===== src/rtl/mem_port_arbiter.sv =====
// Single-outstanding arbiter sharing one memory port between fetch, load and store drain.
// Optional fetch starvation guard: define MEM_ARB_STARVE_GUARD_EN.
module mem_port_arbiter #(
    parameter int ADDR_W       = 32,
    parameter int DATA_W       = 32,
    parameter int STARVE_LIMIT = 8
) (
    input  logic                clk_i,
    input  logic                rstn_i,
    input  logic                flush_i,
    input  logic                if_req_i,
    input  logic [ADDR_W-1:0]   if_addr_i,
    output logic                if_gnt_o,
    output logic                if_rvalid_o,
    output logic [DATA_W-1:0]   if_rdata_o,
    input  logic                ld_req_i,
    input  logic [ADDR_W-1:0]   ld_addr_i,
    output logic                ld_gnt_o,
    output logic                ld_rvalid_o,
    output logic [DATA_W-1:0]   ld_rdata_o,
    input  logic                st_req_i,
    input  logic [ADDR_W-1:0]   st_addr_i,
    input  logic [DATA_W-1:0]   st_wdata_i,
    input  logic [DATA_W/8-1:0] st_be_i,
    output logic                st_gnt_o,
    output logic                st_ack_o,
    output logic                mem_req_o,
    output logic                mem_we_o,
    output logic [ADDR_W-1:0]   mem_addr_o,
    output logic [DATA_W-1:0]   mem_wdata_o,
    output logic [DATA_W/8-1:0] mem_be_o,
    input  logic                mem_gnt_i,
    input  logic                mem_rvalid_i,
    input  logic [DATA_W-1:0]   mem_rdata_i
);

    // Handshake: a request is accepted in the cycle mem_req_o and mem_gnt_i are both high;
    // the requester holds req/addr/data until its gnt pulse, and exactly one response
    // (rvalid/ack) follows each gnt unless a fetch is killed by flush_i.
    typedef enum logic [1:0] {S_IDLE, S_REQ, S_WAIT} state_t;
    typedef enum logic [1:0] {OWN_NONE, OWN_IF, OWN_LD, OWN_ST} owner_t;

    state_t r_state, w_state_nxt;
    owner_t r_owner, w_owner_nxt, w_sel;
    logic   r_drop, w_drop_nxt;
    logic   w_issue_gnt;
    logic   w_resp;
    logic   w_if_ok;
    logic   w_starved;

    always_ff @(posedge clk_i or negedge rstn_i) begin
        if (!rstn_i) begin
            r_state <= S_IDLE;
            r_owner <= OWN_NONE;
            r_drop  <= 1'b0;
        end else begin
            r_state <= w_state_nxt;
            r_owner <= w_owner_nxt;
            r_drop  <= w_drop_nxt;
        end
    end

    always_comb begin
        w_state_nxt = r_state;
        w_owner_nxt = r_owner;
        w_drop_nxt  = r_drop;
        w_sel       = OWN_NONE;
        w_issue_gnt = 1'b0;
        w_resp      = 1'b0;
        w_if_ok     = if_req_i && !flush_i;
        // Everything is held quiet while reset is asserted, including the combinational paths.
        if (rstn_i) begin
            case (r_state)
                S_IDLE: begin
                    if (w_starved && w_if_ok) w_sel = OWN_IF;
                    else if (ld_req_i)        w_sel = OWN_LD;
                    else if (st_req_i)        w_sel = OWN_ST;
                    else if (w_if_ok)         w_sel = OWN_IF;
                    if (w_sel != OWN_NONE) begin
                        w_owner_nxt = w_sel;
                        w_issue_gnt = mem_gnt_i;
                        w_state_nxt = mem_gnt_i ? S_WAIT : S_REQ;
                    end
                end
                S_REQ: begin
                    if (flush_i && r_owner == OWN_IF) begin
                        w_state_nxt = S_IDLE;
                        w_owner_nxt = OWN_NONE;
                    end else begin
                        w_sel       = r_owner;
                        w_issue_gnt = mem_gnt_i;
                        if (mem_gnt_i) w_state_nxt = S_WAIT;
                    end
                end
                S_WAIT: begin
                    if (flush_i && r_owner == OWN_IF) w_drop_nxt = 1'b1;
                    if (mem_rvalid_i) begin
                        w_resp      = !(r_drop || (flush_i && r_owner == OWN_IF));
                        w_state_nxt = S_IDLE;
                        w_owner_nxt = OWN_NONE;
                        w_drop_nxt  = 1'b0;
                    end
                end
                default: begin
                    w_state_nxt = S_IDLE;
                    w_owner_nxt = OWN_NONE;
                    w_drop_nxt  = 1'b0;
                end
            endcase
        end
    end

    always_comb begin
        mem_req_o   = 1'b0;
        mem_we_o    = 1'b0;
        mem_addr_o  = '0;
        mem_wdata_o = '0;
        mem_be_o    = '0;
        if_gnt_o    = 1'b0;
        ld_gnt_o    = 1'b0;
        st_gnt_o    = 1'b0;
        if_rvalid_o = 1'b0;
        ld_rvalid_o = 1'b0;
        st_ack_o    = 1'b0;
        case (w_sel)
            OWN_IF: begin
                mem_req_o  = 1'b1;
                mem_addr_o = if_addr_i;
                mem_be_o   = '1;
                if_gnt_o   = w_issue_gnt;
            end
            OWN_LD: begin
                mem_req_o  = 1'b1;
                mem_addr_o = ld_addr_i;
                mem_be_o   = '1;
                ld_gnt_o   = w_issue_gnt;
            end
            OWN_ST: begin
                mem_req_o   = 1'b1;
                mem_we_o    = 1'b1;
                mem_addr_o  = st_addr_i;
                mem_wdata_o = st_wdata_i;
                mem_be_o    = st_be_i;
                st_gnt_o    = w_issue_gnt;
            end
            default: ;
        endcase
        if (w_resp) begin
            case (r_owner)
                OWN_IF:  if_rvalid_o = 1'b1;
                OWN_LD:  ld_rvalid_o = 1'b1;
                OWN_ST:  st_ack_o    = 1'b1;
                default: ;
            endcase
        end
    end

    assign if_rdata_o = if_rvalid_o ? mem_rdata_i : '0;
    assign ld_rdata_o = ld_rvalid_o ? mem_rdata_i : '0;

`ifdef MEM_ARB_STARVE_GUARD_EN
    localparam int CNT_W = $clog2(STARVE_LIMIT + 1);
    localparam logic [CNT_W-1:0] LIMIT = CNT_W'(STARVE_LIMIT);

    logic [CNT_W-1:0] r_starve_cnt;
    logic             w_if_lost;

    // Counts IDLE arbitrations that a live fetch request lost.
    assign w_if_lost = (r_state == S_IDLE) && w_if_ok && (w_sel != OWN_IF);
    assign w_starved = (r_starve_cnt == LIMIT);

    always_ff @(posedge clk_i or negedge rstn_i) begin
        if (!rstn_i) begin
            r_starve_cnt <= '0;
        end else if (if_gnt_o || flush_i) begin
            r_starve_cnt <= '0;
        end else if (w_if_lost && !w_starved) begin
            r_starve_cnt <= r_starve_cnt + 1'b1;
        end
    end
`else
    // Guard compiled out: fetch is never promoted (the limit is always non-negative).
    assign w_starved = (STARVE_LIMIT < 0);
`endif

endmodule

===== config.mk =====
export PLATFORM = sky130hd
export DESIGN_NAME = mem_port_arbiter
export DESIGN_NICKNAME = d
export VERILOG_FILES = /design/src/rtl/mem_port_arbiter.sv
export SDC_FILE = /design/constraint.sdc
export NUM_CORES = 1
export LEC_CHECK = 0
export CAP_MARGIN = 20
export CORE_AREA = 2 2 121 123
export CTS_CLUSTER_DIAMETER = 40
export CTS_CLUSTER_SIZE = 24
export DETAILED_ROUTE_END_ITERATION = 16
export DIE_AREA = 0 0 123 125
export DONT_BUFFER_PORTS = 1
export PLACE_DENSITY_LB_ADDON = 0.3
export RECOVER_POWER = 25
export SLEW_MARGIN = 10
export SYNTH_ARGS = -nofsm -noshare
export SYNTH_HDL_FRONTEND = slang
export SYNTH_SLANG_ARGS = --single-unit

===== constraint.sdc =====
create_clock -name clk_i -period 3.45 [get_ports clk_i]
set_input_delay 0.69 -clock clk_i [delete_from_list [all_inputs] [get_ports clk_i]]
set_output_delay 0.69 -clock clk_i [all_outputs]
set_load 0.05 [all_outputs]

==> results of run 1 <==
## registers in the layout, indices dropped and copies added, names as in the netlist
name and count:
r_owner 2, r_state 2, r_drop 1
## cells by family (layout without fill, tap and decap cells)
logic type | Yosys count | after routing | share of synthesized area
AO/OA/AOI/OAI | 48 | 48 | 0.259
adder cells (fa/ha/maj) | 5 | 5 | 0.0374
buffers and inverters | 35 | 154 | 0.0949
flip-flops | 5 | 5 | 0.0747
AND/OR/NAND/NOR | 157 | 157 | 0.534
## synth_stat cells (all sizes together), types with 2 or more instances
| cell | n |
|---|---|
| ha | 5 |
| and2 | 96 |
| clkbuf | 21 |
| nor2b | 2 |
| a21o | 2 |
| a21oi | 5 |
| nand2b | 2 |
| nand2 | 4 |
| buf | 5 |
| dfrtp | 5 |
| nor2 | 46 |
| inv | 9 |
| a222oi | 32 |
## stage by stage
step           instance area [um2]  setup WS (ns)
2_1_floorplan                 1750         -0.116
3_3_place_gp                  4170          0.203
3_5_place_dp                  4170          0.205
4_1_cts                       4250          0.206
5_1_grt                       4240         0.0581
6_report                      4240          0.222
## final cells by class
cell class / count / area share
timing repair buffer: 141 / 0.542
multi-input combinational: 210 / 0.348
tap: 184 / 0.0543
sequential: 5 / 0.0295
clock buffer: 4 / 0.0186
inverter: 9 / 0.00797
## per-layer routing
layer / track usage / up-vias
li1: - / 1117
met1: 0.112 / 1100
met2: 0.198 / 198
met3: 0.0260 / 8
met4: 0.0261 / 0
met5: 0 / -
## worst max-delay path: cells and delay by family
| family | cells | cell delay (ns) |
|---|---|---|
| compound gates | 3 | 0.91 |
| fa+ha+maj | 1 | 0.22 |
| buf+inv | 3 | 0.42 |
| simple gates | 2 | 0.26 |
## final timing paths
path,startpoint,endpoint,slack [ns]
max,flush_i,mem_addr_o[22],0.22
min,rstn_i,r_owner[0]$_DFFE_PN0P_,0.16
max reg2reg,r_owner[1]$_DFFE_PN0P_,r_state[1]$_DFFE_PN0P_,1.81
min reg2reg,r_drop$_DFFE_PN0P_,r_drop$_DFFE_PN0P_,0.50
max in group asynchronous,rstn_i,r_state[0]$_DFFE_PN0P_,3.22
min in group clk_i,r_drop$_DFFE_PN0P_,r_drop$_DFFE_PN0P_,0.50
## power by group
part | switching [W] | leakage [nW] | total, W | internal (W)
Clock | 0.0000362 | 0.0382 | 0.000189 | 0.000153
Sequential | 0.0000270 | 0.0646 | 0.000101 | 0.0000742
Combinational | 0.000469 | 1.56 | 0.000804 | 0.000334
Total | 0.000533 | 1.66 | 0.00109 | 0.000562
==> results.json, run 1 <==
{
  "status": "complete, no violations",
  "drive_above_1_share": 0.493,
  "wl_per_cell_um": 16.1,
  "clk_latency_ns": 0.23,
  "synth_cells": 250,
  "cts_buffers": 3,
  "cap_violations": 0,
  "cpPeakStageDelay_ns": 0.44,
  "cts.clk_slew.worst_paths_ns": 0.03,
  "final_cells": 553,
  "hold_class": "input pin to asynchronous set/reset pin",
  "fill_cells": 1468,
  "synth.top_cell.area_share": 0.359,
  "drtAntennaViolNets": 0,
  "via_per_inst": 4.38,
  "drt-total-wl_mm": 8.92,
  "power.total_w": 0.00109,
  "drtIter0Drc": 205,
  "period_needed_ns": 3.23,
  "num_io_pins": 312,
  "maxSlewViolCount": 0,
  "met2WireLength_mm": 4.65,
  "drt_pass1_iterations": 7,
  "grt_use_total": 0.104,
  "max_slew_margin": 0.503,
  "netlist_top_cells_area": "and2_1 36%, a222oi_1 19%, nor2_1 10%",
  "fp.dieH_um": 125,
  "cellPowerDensity_nw_per_um2": 258,
  "utilization": 0.299,
  "grt_pass1_wl_mm": 12.9,
  "synth_warnings": 0,
  "diodes": 0,
  "rsz0062_at_grt": "no",
  "cp.arrival_ns": 2.54,
  "synth_edf_count": 0,
  "leakage_nw": 1.66,
  "crit_chain": "nand2b_1, a211o_1, a21oi_1, inv_1, ha_1, buf_12, a222oi_1, nor2_2, buf_12",
  "setup_viol": 0,
  "synth_cell_type_count": 33,
  "whs_ns": 0.160,
  "ys.flop_type": "dfrtp_1",
  "cts_resized": 0,
  "async_flop_share": 1.00,
  "holdBufCountCts": 0,
  "rr_worst_depth": 4,
  "htree_levels": 1,
  "antenna_found_initial": 0,
  "worstSetupEndpointType": "primary output",
  "post-route-period-util": 0.936,
  "core_area_um2": 14200,
  "wl_met1_mm": 3.09,
  "critical_path_class": "input pin to primary output",
  "crit_slowest_cell": "a222oi_1",
  "synth-seq-area-share": 0.0747,
  "worst-path-max-fanout": 33,
  "syn_area_per_cell_um2": 6.70,
  "worstSetupStartpointType": "input pin",
  "placementRows": 44,
  "cts_tree": "done",
  "met3_length_mm": 1.06,
  "netlist_area_um2": 1670,
  "final-seq-area_um2": 125,
  "die_w_um": 123,
  "vias": 2423,
  "cts.path.max_buffers": 2,
  "portBuffers": 0,
  "synth_seq_cells": 5,
  "syn-num-nets": 427,
  "layout_commonest_cell": "buf_12",
  "yosys.area.top_type": "and2_1",
  "area_growth_pct": 153,
  "layout_common_cells": "100 x buf_12, 72 x and2_1, 37 x buf_4, 33 x nor2_2, 32 x a222oi_1",
  "clockRootBuffer": "clkbuf_16",
  "tightest_slew_ns": 0.746,
  "routabilityCongestion": 0.741,
  "fmax_mhz": 310,
  "grt_pass1_vias": 2475,
  "dieArea_um2": 15400,
  "ir_worst_vdd_v": 0.000144,
  "grt_max_degree": 39,
  "hpwl_mm": 7.75,
  "drc_errors": 0,
  "multi_input_area_um2": 1480,
  "dp.cells": 549,
  "start_util": 0.118,
  "cts_setup_buffers": 0,
  "worstPathRequired_ns": 2.76,
  "clock_sinks": 5,
  "layout.nets": 547,
  "highest_layer": "met4",
  "grt_overflow": 0,
  "finalHoldViolations": 0,
  "path_common_cell": "buf_12",
  "finClkSkew_ns": 0.000710,
  "timing.setup.tns_ns": 0
}
(Power assumes the default switching activity.)
==> run 2, diff against run 1 <==
--- a/constraint.sdc
+++ b/constraint.sdc
@@ -3,2 +3,2 @@
 set_output_delay 0.69 -clock clk_i [all_outputs]
-set_load 0.05 [all_outputs]
+set_load 0.01 [all_outputs]
==> results.json, run 2 (synthesis results as in run 1) <==
{
  "fmax_mhz": 314,
  "num_io_pins": 312,
  "status": "complete, no violations",
  "grt_use_total": 0.0913,
  "routabilityCongestion": 0.804,
  "p_int_w": 0.000347,
  "reg2reg_to": "r_state[1]$_DFFE_PN0P_",
  "area_growth_pct": 16.4,
  "clock_sinks": 5,
  "rr_worst_depth": 4,
  "maxSlewViolCount": 0,
  "antenna_found_initial": 0,
  "netSwitchingFraction": 0.434,
  "start_util": 0.118,
  "cts.clk_slew.worst_paths_ns": 0.03,
  "ir_worst_vdd_v": 0.000106,
  "cp.arrival_ns": 2.50,
  "layout.nets": 417,
  "leakage_nw": 0.688,
  "cts_setup_buffers": 0,
  "htree_levels": 1,
  "cap_violations": 0,
  "grt_pass1_vias": 1778,
  "placementRows": 44,
  "clk_latency_ns": 0.23,
  "pwr-share-clk": 0.313,
  "worstSetupStartpointType": "input pin",
  "worst-path-max-fanout": 18,
  "critical_path_class": "input pin to primary output",
  "rrSetupSlack_ns": 1.75,
  "layout_common_cells": "72 x and2_1, 45 x nor2_1, 32 x a222oi_1, 24 x and2_0, 9 x inv_1",
  "power.total_w": 0.000613,
  "finClkSkew_ns": 0.00202,
  "p_sw_w": 0.000266,
  "setup_viol": 0,
  "wl_per_cell_um": 19.3,
  "core_area_um2": 14200,
  "die_w_um": 123,
  "reg.largest.list": "r_owner x2, r_state x2, r_drop x1",
  "hold_class": "input pin to asynchronous set/reset pin",
  "cts_tree": "done",
  "hpwl_mm": 6.98,
  "fp.dieH_um": 125,
  "drt-total-wl_mm": 8.17,
  "post-route-period-util": 0.924,
  "fill_cells": 1613,
  "grt_max_degree": 39,
  "cellPowerDensity_nw_per_um2": 315,
  "cts_buffers": 3,
  "grt_pass1_wl_mm": 10.6,
  "vias": 2002,
  "max_slew_margin": 0.257,
  "cp-startpoint": "flush_i",
  "drtAntennaViolNets": 0,
  "layout_commonest_cell": "and2_1",
  "utilization": 0.137,
  "drt_pass1_iterations": 6,
  "cts.path.max_buffers": 2,
  "drc_errors": 0,
  "seq_power_share": 0.163,
  "portBuffers": 0,
  "timing.setup.tns_ns": 0,
  "drtIter0Drc": 246,
  "worstSetupEndpointType": "primary output",
  "grt_overflow": 0,
  "clockRootBuffer": "clkbuf_16",
  "final_cell_area_um2": 1950,
  "via_per_inst": 4.73,
  "rsz0062_at_grt": "no",
  "diodes": 0,
  "period_needed_ns": 3.19,
  "combPwrFrac": 0.524,
  "worstPathRequired_ns": 2.76,
  "finalHoldViolations": 0,
  "dieArea_um2": 15400,
  "dpl_cell_area_um2": 1890,
  "tightest_slew_ns": 1.11,
  "drive_above_1_share": 0.0711,
  "r2r_start": "r_owner[1]$_DFFE_PN0P_"
}
## run 2: timing repair
| item | 4_1_cts | 5_1_grt |
|---|---|---|
| hold buffers | 0 | 0 |
| gates resized for setup | 0 | 1 |
| endpoints found under the setup margin | 0 | 18 |
## run 2: routing by layer
layer	vias to the layer above	wire length (um)	GRT usage
met5	-	0	0
met4	0	281	0.0408
met1	906	2980	0.0999
met3	16	789	0.0146
met2	224	4110	0.169
li1	856	-	-
## run 2: cell type report
| class | instances | area, um2 | area share |
|---|---|---|---|
| clock buffers | 4 | 78.8 | 0.0404 |
| inverters | 9 | 33.8 | 0.0173 |
| multi-input cells | 210 | 1390 | 0.711 |
| flip-flops and latches | 5 | 125 | 0.0642 |
| well taps | 184 | 230 | 0.118 |
| repair buffers | 11 | 96.3 | 0.0494 |
## run 2: power groups by stage
stage | Sequential, W | Combinational (W) | Clock, W
after global placement | 0.000101 | 0.000319 | 0
after CTS | 0.000102 | 0.000328 | 0.000198
after global routing | 0.000103 | 0.000356 | 0.000203
after floorplan | 0.0000887 | 0.000267 | 0
final | 0.000100 | 0.000322 | 0.000192
after detailed placement | 0.000102 | 0.000328 | 0
## run 2: worst max-delay path by stage
stage	cells past startpoint	slack (ns)	end
after floorplan	9	0.34	mem_addr_o[21]
after global placement	8	0.15	mem_addr_o[29]
after detailed placement	8	0.09	mem_addr_o[10]
after CTS	8	0.09	mem_addr_o[10]
after global routing	5	0.03	if_rdata_o[5]
final	8	0.26	mem_addr_o[10]
## run 2: through the flow
step	setup slack (ns)	instances	hold WS, ns
after CTS	0.0902	423	0.151
final	0.263	423	0.158
after global placement	0.147	419	0.395
after global routing	0.0294	423	0.146
after floorplan	0.345	250	0.394
after detailed placement	0.0891	419	0.395
## run 2: critical path: stages
cell,delay [ns]
nand2b_1,0.18
a211o_1,0.31
a21oi_1,0.16
inv_1,0.09
ha_2,0.29
buf_4,0.25
a222oi_1,0.37
nor2_1,0.15
==> run 3, diff against run 2 <==
- CORE_AREA: 2 2 121 123 -> 2 2 120 122
- DIE_AREA: 0 0 123 125 -> 0 0 122 124
- GPL_TIMING_DRIVEN: not set -> 0
==> results.json, run 3 (synthesis results as in run 1) <==
{
  "layout_commonest_cell": "and2_1",
  "drt-total-wl_mm": 8.88,
  "rsz0062_at_grt": "no",
  "num_io_pins": 312,
  "tightest_slew_ns": 0.748,
  "dieArea_um2": 15100,
  "portBuffers": 0,
  "start_util": 0.122,
  "timing.setup.tns_ns": 0,
  "diodes": 0,
  "highest_layer": "met4",
  "met3_length_um": 812,
  "grt_max_degree": 14,
  "drive_above_1_share": 0.0794,
  "grt_pass1_wl_mm": 11.0,
  "cpPeakStageDelay_ns": 0.48,
  "status": "complete, no violations",
  "cts_tree": "done",
  "grt_pass1_vias": 1872,
  "core_area_um2": 13700,
  "power.total_w": 0.000621,
  "setup_viol": 0,
  "cts_buffers": 3,
  "hold_class": "input pin to asynchronous set/reset pin",
  "placementRows": 43,
  "fmax_mhz": 304,
  "grt_overflow": 0,
  "max_slew_margin": 0.497,
  "worstSetupStartpointType": "input pin",
  "antenna_found_initial": 0,
  "crit_slowest_cell": "a222oi_1",
  "drt_pass1_iterations": 7,
  "reg.largest.list": "r_owner x2, r_state x2, r_drop x1",
  "post-route-period-util": 0.953,
  "critical_path_class": "input pin to primary output",
  "leakage_nw": 0.700,
  "layout_common_cells": "78 x and2_1, 45 x nor2_1, 32 x a222oi_1, 18 x and2_0, 16 x clkbuf_1",
  "cts.path.max_buffers": 2,
  "wl_met1_mm": 3.41,
  "worstSetupEndpointType": "primary output",
  "clock_sinks": 5,
  "finalHoldViolations": 0,
  "drtIter0Drc": 221,
  "fp.dieH_um": 124,
  "via_per_inst": 4.74,
  "cp.arrival_ns": 2.60,
  "htree_levels": 1,
  "worst-path-max-fanout": 10,
  "clk_latency_ns": 0.23,
  "clockRootBuffer": "clkbuf_16",
  "crit_chain": "nand2b_1, a211o_1, a21oi_4, inv_1, ha_2, clkbuf_4, a222oi_1, nor2_1",
  "vias": 2049,
  "die_w_um": 122,
  "grt_use_total": 0.0981,
  "period_needed_ns": 3.29,
  "ir_worst_vdd_v": 0.000114,
  "wl_per_cell_um": 20.6,
  "routabilityCongestion": 0.801,
  "cts.clk_slew.worst_paths_ns": 0.03,
  "worstPathRequired_ns": 2.76,
  "cellPowerDensity_nw_per_um2": 316,
  "layout.nets": 430,
  "drtAntennaViolNets": 0,
  "hpwl_mm": 7.83,
  "finClkSkew_ns": 0.00186,
  "met2WireLength_mm": 4.60,
  "drc_errors": 0,
  "cap_violations": 0,
  "whs_ns": 0.158,
  "area_growth_pct": 17.4,
  "maxSlewViolCount": 0
}
[run 3: worst paths after layout]
check / start / endpoint / cells after the start / slack [ns]
worst min-delay path: rstn_i / r_owner[1]$_DFFE_PN0P_ / 0 / 0.16
worst max-delay path: flush_i / mem_addr_o[11] / 8 / 0.16
worst min register to register: r_drop$_DFFE_PN0P_ / r_drop$_DFFE_PN0P_ / 1 / 0.50
max in group asynchronous: rstn_i / r_state[1]$_DFFE_PN0P_ / 0 / 3.22
worst max register to register: r_owner[1]$_DFFE_PN0P_ / r_state[1]$_DFFE_PN0P_ / 4 / 1.88
min in group clk_i: r_drop$_DFFE_PN0P_ / r_drop$_DFFE_PN0P_ / 1 / 0.50
[run 3: critical path: cells and delay by family]
kind | cells | cell delay [ns]
AOI/OAI and AO/OA | 3 | 1.04
buffers and inverters | 2 | 0.29
and+or+nand+nor | 2 | 0.33
adders and majority gates | 1 | 0.23
[run 3: stage by stage]
| step | cell area, um2 | worst slack [ns] | util | std cells |
|---|---|---|---|---|
| finish | 1970 | 0.163 | 0.143 | 432 |
| global route | 1970 | 0.0300 | 0.143 | 432 |
| floorplan | 1670 | 0.345 | - | 250 |
| global placement | 1900 | -0.344 | 0.138 | 430 |
| detailed placement | 1900 | -0.356 | 0.138 | 430 |
| CTS | 2000 | 0.0156 | 0.146 | 434 |
[run 3: timing repair]
item | in CTS | in global routing
endpoints found under the setup margin | 53 | 50
hold buffers | 0 | 0
gates resized for setup | 7 | 8
buffers inserted | 1 | 0
pin swaps | 3 | 1
[run 3: final cells by class]
cell class / count / area, um2
Sequential cell: 5 / 125
Timing Repair Buffer: 1 / 7.51
Fill cell: 1581 / 11800
Multi-Input combinational cell: 210 / 1390
Clock buffer: 4 / 78.8
Inverter: 9 / 33.8
Tap cell: 180 / 225
Buffer: 23 / 105
[run 3: per-layer routing]
metal,track usage,vias to the layer above
met5,0,-
met4,0.0244,0
met3,0.0142,8
met2,0.184,191
met1,0.116,969
li1,-,881
[run 3: power breakdown]
group | internal [W] | switching [W]
registers | 0.0000742 | 0.0000181
logic | 0.000121 | 0.000215
clock network | 0.000153 | 0.0000387
total | 0.000348 | 0.000272
